$ cat src/rtl/tick_gen_pkg.sv
// Shared constants and helpers for the tick generator.
//   TG_DIV_W        default width of the period/counter registers
//   TG_DEFAULT_DIV  default period loaded into every channel at reset
//   ch_idx_w()      channel-index width, $clog2(n) with a floor of 1
package tick_gen_pkg;

  localparam int TG_DIV_W       = 16;
  localparam int TG_DEFAULT_DIV = 4;

  function automatic int ch_idx_w(input int n);
    return (n > 1) ? $clog2(n) : 1;
  endfunction

endpackage

$ cat src/rtl/tick_gen_channel.sv
// One clock-enable channel: a wrapping counter with a committed (active) period
// and a shadow period that is taken over at the wrap or on sync.
// Ports:
//   clk, rst  master clock, async active-high reset
//   en        run enable; 0 freezes the counter and holds sq
//   sync      restart at cnt=0 and commit the shadow period
//   wr        write strobe for this channel
//   wr_div    period written into the shadow register
//   tick      one-cycle pulse per period
//   sq        square enable, high for ceil(D/2) cycles per period
//   pend      shadow period written but not yet committed
module tick_gen_channel
  import tick_gen_pkg::*;
#(
  parameter int DIV_W       = TG_DIV_W,
  parameter int DEFAULT_DIV = TG_DEFAULT_DIV
) (
  input  logic             clk,
  input  logic             rst,
  input  logic             en,
  input  logic             sync,
  input  logic             wr,
  input  logic [DIV_W-1:0] wr_div,
  output logic             tick,
  output logic             sq,
  output logic             pend
);

  logic [DIV_W-1:0] cnt_q;
  logic [DIV_W-1:0] active_q;
  logic [DIV_W-1:0] shadow_q;
  logic             pend_q;
  logic             tick_q;
  logic             sq_q;

  logic [DIV_W-1:0] next_div;
  logic [DIV_W:0]   half;
  logic             fast;
  logic             at_end;
  logic             wrap;
  logic             sq_next;

  // A write in the same cycle as a commit is the value that gets committed.
  assign next_div = wr ? wr_div : shadow_q;

  // D=0 and D=1 both wrap every cycle; the D-1 compare is only reached for D>=2.
  assign fast   = (active_q <= DIV_W'(1));
  assign at_end = fast || (cnt_q == (active_q - DIV_W'(1)));
  assign wrap   = en && at_end;

  assign half    = ({1'b0, active_q} + (DIV_W + 1)'(1)) >> 1;
  assign sq_next = fast || ({1'b0, cnt_q} < half);

  always_ff @(posedge clk or posedge rst) begin
    if (rst) begin
      cnt_q    <= '0;
      active_q <= DIV_W'(DEFAULT_DIV);
      shadow_q <= DIV_W'(DEFAULT_DIV);
      pend_q   <= 1'b0;
      tick_q   <= 1'b0;
      sq_q     <= 1'b0;
    end else begin
      shadow_q <= next_div;
      if (en) begin
        sq_q <= sq_next;
      end
      if (sync) begin
        cnt_q    <= '0;
        active_q <= next_div;
        pend_q   <= 1'b0;
        tick_q   <= 1'b0;
      end else begin
        tick_q <= wrap;
        if (wrap) begin
          cnt_q    <= '0;
          active_q <= next_div;
          pend_q   <= 1'b0;
        end else begin
          if (en) begin
            cnt_q <= cnt_q + DIV_W'(1);
          end
          if (wr) begin
            pend_q <= 1'b1;
          end
        end
      end
    end
  end

  assign tick = tick_q;
  assign sq   = sq_q;
  assign pend = pend_q;

endmodule

$ cat src/rtl/tick_gen.sv
// Multi-channel clock-enable generator. Each channel produces a tick pulse and a
// 50%-duty square enable in the clk domain with a runtime-programmable period.
// Ports:
//   clk, rst  master clock, async active-high reset
//   en        global run; 0 freezes all channel counters
//   sync      restart all channels phase-aligned and commit pending periods
//   wr_en     period write strobe
//   wr_ch     channel index for the write; indices >= NCH are ignored
//   wr_div    new period, in clk cycles
//   tick      per-channel one-cycle pulse per period
//   sq        per-channel square enable
//   pend      per-channel "written period not yet committed"
module tick_gen
  import tick_gen_pkg::*;
#(
  parameter int NCH         = 4,
  parameter int DIV_W       = TG_DIV_W,
  parameter int DEFAULT_DIV = TG_DEFAULT_DIV
) (
  input  logic                     clk,
  input  logic                     rst,
  input  logic                     en,
  input  logic                     sync,
  input  logic                     wr_en,
  input  logic [ch_idx_w(NCH)-1:0] wr_ch,
  input  logic [DIV_W-1:0]         wr_div,
  output logic [NCH-1:0]           tick,
  output logic [NCH-1:0]           sq,
  output logic [NCH-1:0]           pend
);

  localparam int CH_W = ch_idx_w(NCH);

  logic [NCH-1:0] wr_sel;

  // Out-of-range indices match no channel, so such writes fall away.
  always_comb begin
    wr_sel = '0;
    for (int i = 0; i < NCH; i++) begin
      if (wr_en && (wr_ch == CH_W'(i))) begin
        wr_sel[i] = 1'b1;
      end
    end
  end

  for (genvar g = 0; g < NCH; g++) begin : g_ch
    tick_gen_channel #(
      .DIV_W      (DIV_W),
      .DEFAULT_DIV(DEFAULT_DIV)
    ) u_ch (
      .clk   (clk),
      .rst   (rst),
      .en    (en),
      .sync  (sync),
      .wr    (wr_sel[g]),
      .wr_div(wr_div),
      .tick  (tick[g]),
      .sq    (sq[g]),
      .pend  (pend[g])
    );
  end

endmodule

$ cat config.mk
export PLATFORM = sky130hd
export DESIGN_NAME = tick_gen
export DESIGN_NICKNAME = d
export VERILOG_FILES = /design/src/rtl/tick_gen_pkg.sv /design/src/rtl/tick_gen_channel.sv /design/src/rtl/tick_gen.sv
export SDC_FILE = /design/constraint.sdc
export NUM_CORES = 1
export LEC_CHECK = 0
export CAP_MARGIN = 20
export CORE_MARGIN = 1.5
export CORE_UTILIZATION = 50
export DETAILED_ROUTE_END_ITERATION = 8
export PLACE_DENSITY = 0.67
export SYNTH_ARGS = -nofsm -noshare
export SYNTH_HDL_FRONTEND = slang
export SYNTH_SLANG_ARGS = --single-unit
$ cat constraint.sdc
create_clock -name clk -period 12.6 [get_ports clk]
set_clock_uncertainty 0.15 [all_clocks]
set_input_delay 3.78 -clock clk [delete_from_list [all_inputs] [get_ports clk]]
set_output_delay 3.78 -clock clk [all_outputs]
set_load 0.01 [all_outputs]
==> impl_metrics.yaml, run 1 <==
global_route:
  grt_usage: 0.221
  grt_max_degree: 137
  overflow: 0
  use_met1: 0.319
  grt_pass1_wl_um: 50800
  antenna_found_initial: 0
  gr-usage-met2: 0.357
  busiest_layer: "met2"
  grt_pass1_vias: 9566
  use_met3: 0.0270
cells_and_area:
  antenna_cells: 0
  nets: 1477
  area_delta_synth_final_pct: 9.44
  final_core_util: 0.555
  layout-drive-gt1-share: 0.131
  stdcell_area_um2: 14900
  layout_common_cells: "196 x dfrtp_1, 127 x nor2_1, 99 x xnor2_1, 94 x mux2_2, 93 x xor2_1"
  stdcell_count: 1737
  final_common_cell: "dfrtp_1"
  fillers: 2414
run_status:
  status: "finished, final reports clean"
setup_path:
  path_class: "primary input to flip-flop"
  critPathCaptureType: "flip-flop"
  r2r_slack_ns: 8.44
  critPathLaunch: "en"
  worstReg2RegEnd: "g_ch[0].u_ch.active_q[5]"
  crit_end: "g_ch[3].u_ch.cnt_q[15]"
  crit_arrival_ns: 6.29
  required_ns: 12.81
  start_kind: "primary input"
  rr_worst_depth: 11
  crit_path_max_fanout: 31
  timing.rr.start: "g_ch[0].u_ch.active_q[0]"
pwr:
  pwr-share-comb: 0.231
  clkPwrFrac: 0.358
  p_leak_nw: 6.35
  finalPower_mw: 2.19
  pwr-share-seq: 0.411
  power.net_switching_mw: 0.675
  internal_power_mw: 1.51
  netSwitchingFraction: 0.309
  ir_worst_vdd_uv: 166
  power_density_nw_per_um2: 147
cts:
  cts-root-buf: "clkbuf_16"
  cts-resized-gates: 0
  post_cts_buffers: 0
  clockBufferDepth: 3
  numClockSinks: 204
  clk_pin_slew_worst_paths_ns: 0.06
  hold_buffers: 0
  cts_buffers: 24
  htreeDepth: 1
  cts_tree: "yes"
  insertion_delay_ns: 0.52
sta:
  worstMarginPinSlew_ns: 1.08
  slew_headroom: 0.279
  fmax_ghz: 0.164
  slew_viol_final: 0
  rsz0062_at_grt: "no"
  min_period_over_period: 0.483
  final.setup.tns_ns: 0
  setup_violations: 0
  finalCriticalPeriod_ns: 6.08
  final-hold-violation-count: 0
die:
  num_io_pins: 35
  die_x_um: 168
  rows: 60
  start_util: 0.508
  die_h_um: 168
  die_area_um2: 28200
  core_area_um2: 26800
place:
  hpwl_um: 21500
  io_buffer_count: 34
  dp_cells: 1691
  post_dp_cell_area_um2: 13900
  gp_congestion: 0.861
synth:
  ys_top_cells_by_area: "dfrtp_1 36%, mux2_2 7.8%, ha_1 7.0%"
  seq_area_frac_synth: 0.376
  syn-num-nets: 1506
  ys.flop_type: "dfrtp_1"
  synth_edf_count: 0
  ys_warn_count: 0
  synth_cells: 1407
  syn_avg_cell_area_um2: 9.67
  synth_top_cell_by_area: "dfrtp_1"
  synth_cell_type_count: 74
  synth-seq-cells: 204
  yosysTopAreaCellShare: 0.361
  ys_async_sr_fraction: 1.00
  syn_area_um2: 13600
drt:
  antenna_left: 0
  routed_wl_um: 30700
  vias_per_cell: 5.81
  vias: 10100
  wire_per_inst_um: 17.7
  drc_errors: 0
  dr.pass1.iters: 5
  drt_iter0_markers: 644
run:
  drv_cap: 0
hold_path:
  hold_path.class: "flip-flop to flip-flop"
==> layer usage <==
layer	vias to the layer above	wire length, um
met3	38	1260
met1	4979	15000
li1	4897	-
met2	186	13800
met5	-	0
met4	0	629
==> worst min-delay path by stage <==
stage / startpoint / to / slack (ns) / cells after the start
5_1_grt: g_ch[1].u_ch.shadow_q[1] / g_ch[1].u_ch.shadow_q[1] / 0.35 / 1
3_3_place_gp: g_ch[1].u_ch.shadow_q[1] / g_ch[1].u_ch.shadow_q[1] / 0.33 / 1
2_1_floorplan: g_ch[3].u_ch.shadow_q[11] / g_ch[3].u_ch.shadow_q[11] / 0.32 / 1
4_1_cts: g_ch[1].u_ch.shadow_q[1] / g_ch[1].u_ch.shadow_q[1] / 0.34 / 1
3_5_place_dp: g_ch[3].u_ch.shadow_q[7] / g_ch[3].u_ch.shadow_q[7] / 0.33 / 1
6_report: g_ch[1].u_ch.shadow_q[1] / g_ch[1].u_ch.shadow_q[1] / 0.34 / 1
==> cell usage after synthesis (4+ instances only) <==
cell type	count
a311o_1	7
xor2_1	93
o21a_1	4
nor4_1	12
nand3b_1	7
ha_1	76
nor4_2	4
a211oi_1	9
or4_1	10
and3_1	32
mux2_4	11
buf_6	4
o21ai_0	40
o2111ai_1	4
or3_1	7
a21oi_1	29
nand4_1	37
o31ai_1	7
and4_1	5
o22ai_1	4
nor3b_1	8
buf_2	11
dfstp_2	8
nor2_1	127
mux2i_1	8
xnor2_1	99
clkbuf_1	63
buf_4	15
mux2_1	6
a31oi_1	12
mux2_2	94
nand2_1	84
nand3_1	69
and2_1	11
a21o_1	37
nor3_1	44
nor2b_1	16
nand2b_1	10
dfrtp_1	196
inv_1	36
==> cells by family (layout without fill, tap and decap cells) <==
group                    Yosys count  after routing  share of synthesized area
AND/OR/NAND/NOR                  501            501                      0.192
flip-flops                       204            204                      0.376
XOR/XNOR                         193            193                      0.125
multiplexers                     119            119                      0.101
buffers and inverters            133            122                     0.0453
adder cells (fa/ha/maj)           76             76                     0.0699
AO/OA/AOI/OAI                    181            181                     0.0907
==> layout make-up <==
type,count,area (um2),area share
Timing Repair Buffer,42,418,0.0281
Tap cell,341,427,0.0287
Inverter,36,143,0.00958
Multi-Input combinational cell,1070,7880,0.529
Sequential cell,204,5110,0.344
Clock buffer,30,684,0.0460
Clock inverter,14,223,0.0150
==> through the flow <==
step | setup WS, ns | hold slack [ns]
after floorplan | 3.12 | 0.317
after global placement | 6.05 | 0.325
after detailed placement | 6.03 | 0.329
after CTS | 6.56 | 0.342
after global routing | 6.39 | 0.353
final | 6.52 | 0.340
==> worst max-delay path, cell delays in order <==
cell and delay, ns:
clkdlybuf4s50_1 0.46, buf_4 0.37, or2_2 0.42, and4_1 0.26
and3_1 0.20, nand2_1 0.09, or4_1 0.49, xor2_1 0.15
nor2_1 0.05
==> power groups by stage <==
| stage | clock network, mW | registers [mW] | logic (mW) |
|---|---|---|---|
| 6_report | 0.783 | 0.899 | 0.506 |
| 5_1_grt | 0.826 | 0.919 | 0.569 |
| 2_1_floorplan | 0 | 0.800 | 0.500 |
| 3_3_place_gp | 0 | 0.905 | 0.487 |
| 4_1_cts | 0.801 | 0.899 | 0.506 |
| 3_5_place_dp | 0 | 0.910 | 0.501 |
==> sequential cells by signal, indices dropped and copies added (netlist names) <==
register / flops
g_ch.u_ch.cnt_q: 64
g_ch.u_ch.tick: 4
g_ch.u_ch.active_q: 64
g_ch.u_ch.sq: 4
g_ch.u_ch.shadow_q: 64
g_ch.u_ch.pend: 4
Power figures use the tool's default switching activity.
==> run 2, diff against run 1 <==
==> constraint.sdc (replaced) <==
create_clock -name clk -period 5.8 [get_ports clk]
set_clock_uncertainty 0.15 [all_clocks]
set_input_delay 1.74 -clock clk [delete_from_list [all_inputs] [get_ports clk]]
set_output_delay 1.74 -clock clk [all_outputs]
set_load 0.01 [all_outputs]
==> run 2 against run 1 <==
Utilization decreased by 0.22 points. Register-to-register slack worse by 6.9 ns. Hold slack gained 0.0035 ns.
==> impl_metrics.yaml, run 2 (same netlist as run 1, synthesis figures left out) <==
sta:
  min_period_over_period: 0.729
  fmax_ghz: 0.237
  slew_headroom: 0.297
  worstMarginPinSlew_ns: 1.05
  final-hold-violation-count: 0
  fin_ws_ns: 1.57
  setup_violations: 0
  finalCriticalPeriod_ns: 4.23
  final.setup.tns_ns: 0
  hold_ws_ns: 0.343
  rsz0062_at_grt: "no"
  slew_viol_final: 0
die:
  rows: 60
  core_area_um2: 26800
  die_area_um2: 28200
  num_io_pins: 35
  die_x_um: 168
  start_util: 0.508
  die_h_um: 168
cts:
  cts-root-buf: "clkbuf_16"
  insertion_delay_ns: 0.52
  clk_pin_slew_worst_paths_ns: 0.06
  cts_buffers: 23
  cts_tree: "yes"
  numClockSinks: 204
  clockBufferDepth: 3
  hold_buffers: 0
  htreeDepth: 1
  cts-resized-gates: 0
  post_cts_buffers: 0
setup_path:
  path_class: "flip-flop to flip-flop"
  critPathCaptureType: "flip-flop"
  crit_family: "compound AO/OA/AOI/OAI gates"
  timing.rr.start: "g_ch[0].u_ch.active_q[0]"
  r2r_slack_ns: 1.57
  slowest_stage: "nor3b_1"
  worstReg2RegEnd: "g_ch[0].u_ch.active_q[10]"
  critical_path.max_stage_delay_ns: 0.71
  crit_path_max_fanout: 17
  rr_worst_depth: 11
  required_ns: 6.05
  path_buf_inv: 2
  crit_arrival_ns: 4.48
  crit_path_cell_trace: "inv_1, ha_1, nor3b_1, nand3_1, xnor2_1, o221ai_1, a21oi_1, o31ai_1, a21o_1, buf_4, mux2_2"
  start_kind: "flip-flop"
drt:
  drc_errors: 0
  drt_iter0_markers: 589
  routed_wl_um: 31300
  vias: 10185
  antenna_left: 0
  wire_per_inst_um: 18.0
  vias_per_cell: 5.86
  dr.pass1.iters: 5
pwr:
  p_leak_nw: 6.32
  ir_worst_vdd_uv: 276
  power_density_nw_per_um2: 311
place:
  place_ws_ns: 1.33
  io_buffer_count: 34
  gp_congestion: 0.891
  hpwl_um: 22100
  post_dp_cell_area_um2: 14000
cells_and_area:
  nets: 1480
  final_common_cell: "dfrtp_1"
  fillers: 2390
  top_regs: "g_ch.u_ch.active_q x64, g_ch.u_ch.cnt_q x64, g_ch.u_ch.shadow_q x64"
  area_delta_synth_final_pct: 9.00
  antenna_cells: 0
  layout-drive-gt1-share: 0.132
  layout_common_cells: "196 x dfrtp_1, 127 x nor2_1, 99 x xnor2_1, 94 x mux2_2, 93 x xor2_1"
  stdcell_area_um2: 14800
run:
  drv_cap: 0
run_status:
  status: "finished, final reports clean"
global_route:
  overflow: 0
  grt_usage: 0.226
  antenna_found_initial: 2
  grt_max_degree: 184
  grt_pass1_vias: 9840
  grt_pass1_wl_um: 52000
hold_path:
  whs_path_depth: 1
  hold_path.class: "flip-flop to flip-flop"
  min-delay-start: "g_ch[1].u_ch.shadow_q[1]"
  timing.hold.worst_endpoint: "g_ch[1].u_ch.shadow_q[1]"
## run 2: cell types whose count changed in the layout (fill, tap and decap cells not counted), moves of 2 or more
cell       delta
clkinv_4      +3
bufinv_16     -2
buf_4         +4
clkbuf_16     -2
## run 2: power by group
part | switching, mW | total [mW] | internal (mW)
clock | 0.606 | 1.55 | 0.943
sequential | 0.335 | 1.96 | 1.63
combinational | 0.540 | 1.10 | 0.564
## run 2: through the flow
stage          utilization  instances  power [mW]
2_1_floorplan            -       1407        2.82
3_3_place_gp         0.522       1696        3.04
3_5_place_dp         0.522       1696        3.08
4_1_cts              0.552       1737        4.64
5_1_grt              0.553       1738        4.88
6_report             0.553       1738        4.61
## run 2: how the worst max path moves through the flow
stage | from | endpoint | slack, ns | cells after the start
floorplan | rst | g_ch[0].u_ch.active_q[0] | 1.27 | 1
global placement | en | g_ch[3].u_ch.cnt_q[15] | 1.36 | 9
detailed placement | en | g_ch[3].u_ch.cnt_q[15] | 1.33 | 9
CTS | g_ch[0].u_ch.active_q[0] | g_ch[0].u_ch.active_q[11] | 1.62 | 11
global route | g_ch[0].u_ch.active_q[0] | g_ch[0].u_ch.active_q[7] | 1.08 | 11
finish | g_ch[0].u_ch.active_q[0] | g_ch[0].u_ch.active_q[10] | 1.57 | 11
## run 2: layer usage
metal  vias up  GRT usage  share of wire
met1      5035      0.323           0.49
met4         0     0.0611          0.025
met3        58     0.0263          0.037
met5         -          0              0
li1       4904          -              -
met2       188      0.364           0.45
## run 2: worst register-to-register path, stage by stage (launching register included)
cell	delay, ns
dfrtp_1	0.47
inv_1	0.12
ha_1	0.20
nor3b_1	0.71
nand3_1	0.31
xnor2_1	0.21
o221ai_1	0.20
a21oi_1	0.14
o31ai_1	0.30
a21o_1	0.58
buf_4	0.35
mux2_2	0.36
## run 2: area by class of cell
class                      instances  area [um2]  share of cell area
timing repair buffer              46         463              0.0312
inverter                          36         139             0.00937
multi-input combinational       1070        7880               0.531
clock buffer                      26         617              0.0416
tap                              341         427              0.0288
sequential                       204        5110               0.345
clock inverter                    15         189              0.0127
==> run 3, diff against run 2 <==
--- a/config.mk
+++ b/config.mk
@@ -9,7 +9,7 @@
 export CORE_MARGIN = 1.5
 export CORE_UTILIZATION = 50
 export DETAILED_ROUTE_END_ITERATION = 8
-export PLACE_DENSITY = 0.67
+export PLACE_DENSITY = 0.69
 export SYNTH_ARGS = -nofsm -noshare
 export SYNTH_HDL_FRONTEND = slang
 export SYNTH_SLANG_ARGS = --single-unit
==> constraint.sdc (replaced) <==
create_clock -name clk -period 3.5 [get_ports clk]
set_clock_uncertainty 0.15 [all_clocks]
set_input_delay 1.05 -clock clk [delete_from_list [all_inputs] [get_ports clk]]
set_output_delay 1.05 -clock clk [all_outputs]
set_load 0.01 [all_outputs]
==> run 3 against run 2 <==
Clock-buffer cell count rose by 3. Sequential cell count stayed put. Cell area is 3.3% higher. Sequential power is 57% higher. First-iteration DRC count is 3.1% higher. Register-to-register slack worse by 1.4 ns. Combinational power increased by 97%. Routed wire length up 2.5%. Global-route usage increased by 0.96 points. Total power rose by 70%. Sequential share of layout area shrank 1.1 points. Critical path depth fell by 4.
==> impl_metrics.yaml, run 3 (same netlist as run 1, synthesis figures left out) <==
setup_path:
  slowest_stage: "or4_1"
  rr_worst_depth: 7
  timing.rr.start: "g_ch[2].u_ch.active_q[4]"
  path_class: "flip-flop to flip-flop"
  crit_family: "simple AND/OR/NAND/NOR gates"
  cp_common_cell: "or4_4"
  worstReg2RegEnd: "g_ch[2].u_ch.active_q[11]"
  crit_path_max_fanout: 14
  critical_path.max_stage_delay_ns: 0.56
  path_buf_inv: 0
  required_ns: 3.77
  crit_arrival_ns: 3.60
  r2r_slack_ns: 0.17
  crit_path_cell_trace: "or4_4, nor3_2, a31oi_1, or4_1, or4_4, o211ai_4, mux2_2"
  critPathCaptureType: "flip-flop"
  start_kind: "flip-flop"
global_route:
  grt_pass1_vias: 10243
  use_met1: 0.316
  use_met3: 0.0301
  grt_max_degree: 56
  busiest_layer: "met2"
  grt_pass1_wl_um: 53800
  overflow: 0
  gr-usage-met2: 0.401
  antenna_found_initial: 0
  grt_usage: 0.236
hold_path:
  whs_path_depth: 1
  min-delay-start: "g_ch[1].u_ch.shadow_q[8]"
  hold_path.class: "flip-flop to flip-flop"
  timing.hold.worst_endpoint: "g_ch[1].u_ch.shadow_q[8]"
cells_and_area:
  layout_common_cells: "196 x dfrtp_1, 127 x nor2_1, 99 x xnor2_1, 94 x mux2_2, 93 x xor2_1"
  antenna_cells: 0
  stdcell_count: 1792
  area_delta_synth_final_pct: 12.6
  nets: 1533
  final_core_util: 0.571
  top_regs: "g_ch.u_ch.active_q x64, g_ch.u_ch.cnt_q x64, g_ch.u_ch.shadow_q x64"
  multi_input_area_um2: 7900
  layout-drive-gt1-share: 0.164
  final_common_cell: "dfrtp_1"
  register_area_um2: 5110
  stdcell_area_um2: 15300
  fillers: 2282
cts:
  post_cts_buffers: 0
  htreeDepth: 1
  clockBufferDepth: 3
  cts-root-buf: "clkbuf_16"
  cts_tree: "yes"
  numClockSinks: 204
  cts_buffers: 24
  clk_pin_slew_worst_paths_ns: 0.06
  insertion_delay_ns: 0.54
pwr:
  pwr-share-seq: 0.392
  pwr-share-comb: 0.277
  internal_power_mw: 5.34
  clkPwrFrac: 0.331
  ir_worst_vdd_uv: 456
  power_density_nw_per_um2: 513
  netSwitchingFraction: 0.320
  power.net_switching_mw: 2.51
  p_leak_nw: 6.61
  finalPower_mw: 7.85
die:
  rows: 60
  die_area_um2: 28200
  start_util: 0.508
  num_io_pins: 35
  die_h_um: 168
  die_x_um: 168
  core_area_um2: 26800
run:
  drv_cap: 0
sta:
  min_period_over_period: 0.952
  final.setup.tns_ns: 0
  fmax_ghz: 0.300
  slew_viol_final: 0
  slew_headroom: 0.553
  final-hold-violation-count: 0
  rsz0062_at_grt: "yes"
  finalCriticalPeriod_ns: 3.33
  setup_violations: 0
  fin_ws_ns: 0.167
  worstMarginPinSlew_ns: 0.668
  hold_ws_ns: 0.343
drt:
  vias_per_cell: 5.81
  wire_per_inst_um: 17.9
  antenna_left: 0
  drc_errors: 0
  drt_iter0_markers: 607
  vias: 10404
  dr.pass1.iters: 5
  routed_wl_um: 32100
place:
  io_buffer_count: 34
  gp_congestion: 0.911
  dp_cells: 1749
  place_ws_ns: 0.135
  hpwl_um: 23400
  post_dp_cell_area_um2: 14500
run_status:
  status: "finished, final reports clean"
## run 3: changes by cell type in the layout (fill, tap and decap cells not counted), moves of 2 or more
cell      change
buf_12        +6
inv_6         +2
clkbuf_8      -2
clkinv_4      -2
clkbuf_1      +4
buf_4        +46
## run 3: repair_timing
action,4_1_cts,5_1_grt
gates resized for setup,0,5
hold buffers,0,0
setup endpoints to repair,0,29
## run 3: routing by layer
| metal | wire length, um | vias to the layer above | share of wire |
|---|---|---|---|
| met5 | 0 | - | 0 |
| met4 | 804 | 0 | 0.025 |
| met3 | 1310 | 65 | 0.041 |
| met2 | 15400 | 202 | 0.48 |
| met1 | 14600 | 5126 | 0.46 |
| li1 | - | 5011 | - |
## run 3: final cells by class
cell class	count	area share
sequential	204	0.334
tap	341	0.0279
inverter	36	0.00907
timing repair buffer	98	0.0596
clock buffer	29	0.0411
clock inverter	14	0.0126
multi-input combinational	1070	0.516
## run 3: worst register-to-register path, cell delays in order (launching register included)
cell and delay (ns):
dfrtp_1 0.48, or4_4 0.53, nor3_2 0.24, a31oi_1 0.12, or4_1 0.56, or4_4 0.45
o211ai_4 0.30, mux2_2 0.41
## run 3: power by group through the flow
stage          clock network, mW  registers (mW)  logic (mW)
6_report                    2.60            3.08        2.17
2_1_floorplan                  0            2.88        1.80
4_1_cts                     2.65            3.07        2.16
5_1_grt                     2.75            3.13        2.41
3_5_place_dp                   0            3.11        2.15
3_3_place_gp                   0            3.09        2.08
## run 3: worst max-delay path by stage
stage / startpoint / to / slack (ns) / cells past startpoint
after floorplan: rst / g_ch[0].u_ch.active_q[0] / -0.34 / 1
after global placement: g_ch[2].u_ch.active_q[2] / g_ch[2].u_ch.active_q[15] / 0.18 / 8
after detailed placement: g_ch[2].u_ch.active_q[4] / g_ch[2].u_ch.cnt_q[7] / 0.13 / 8
after CTS: g_ch[2].u_ch.active_q[2] / g_ch[2].u_ch.active_q[15] / 0.11 / 8
after global routing: g_ch[2].u_ch.active_q[5] / g_ch[2].u_ch.active_q[11] / 0.01 / 8
final: g_ch[2].u_ch.active_q[4] / g_ch[2].u_ch.active_q[11] / 0.17 / 7
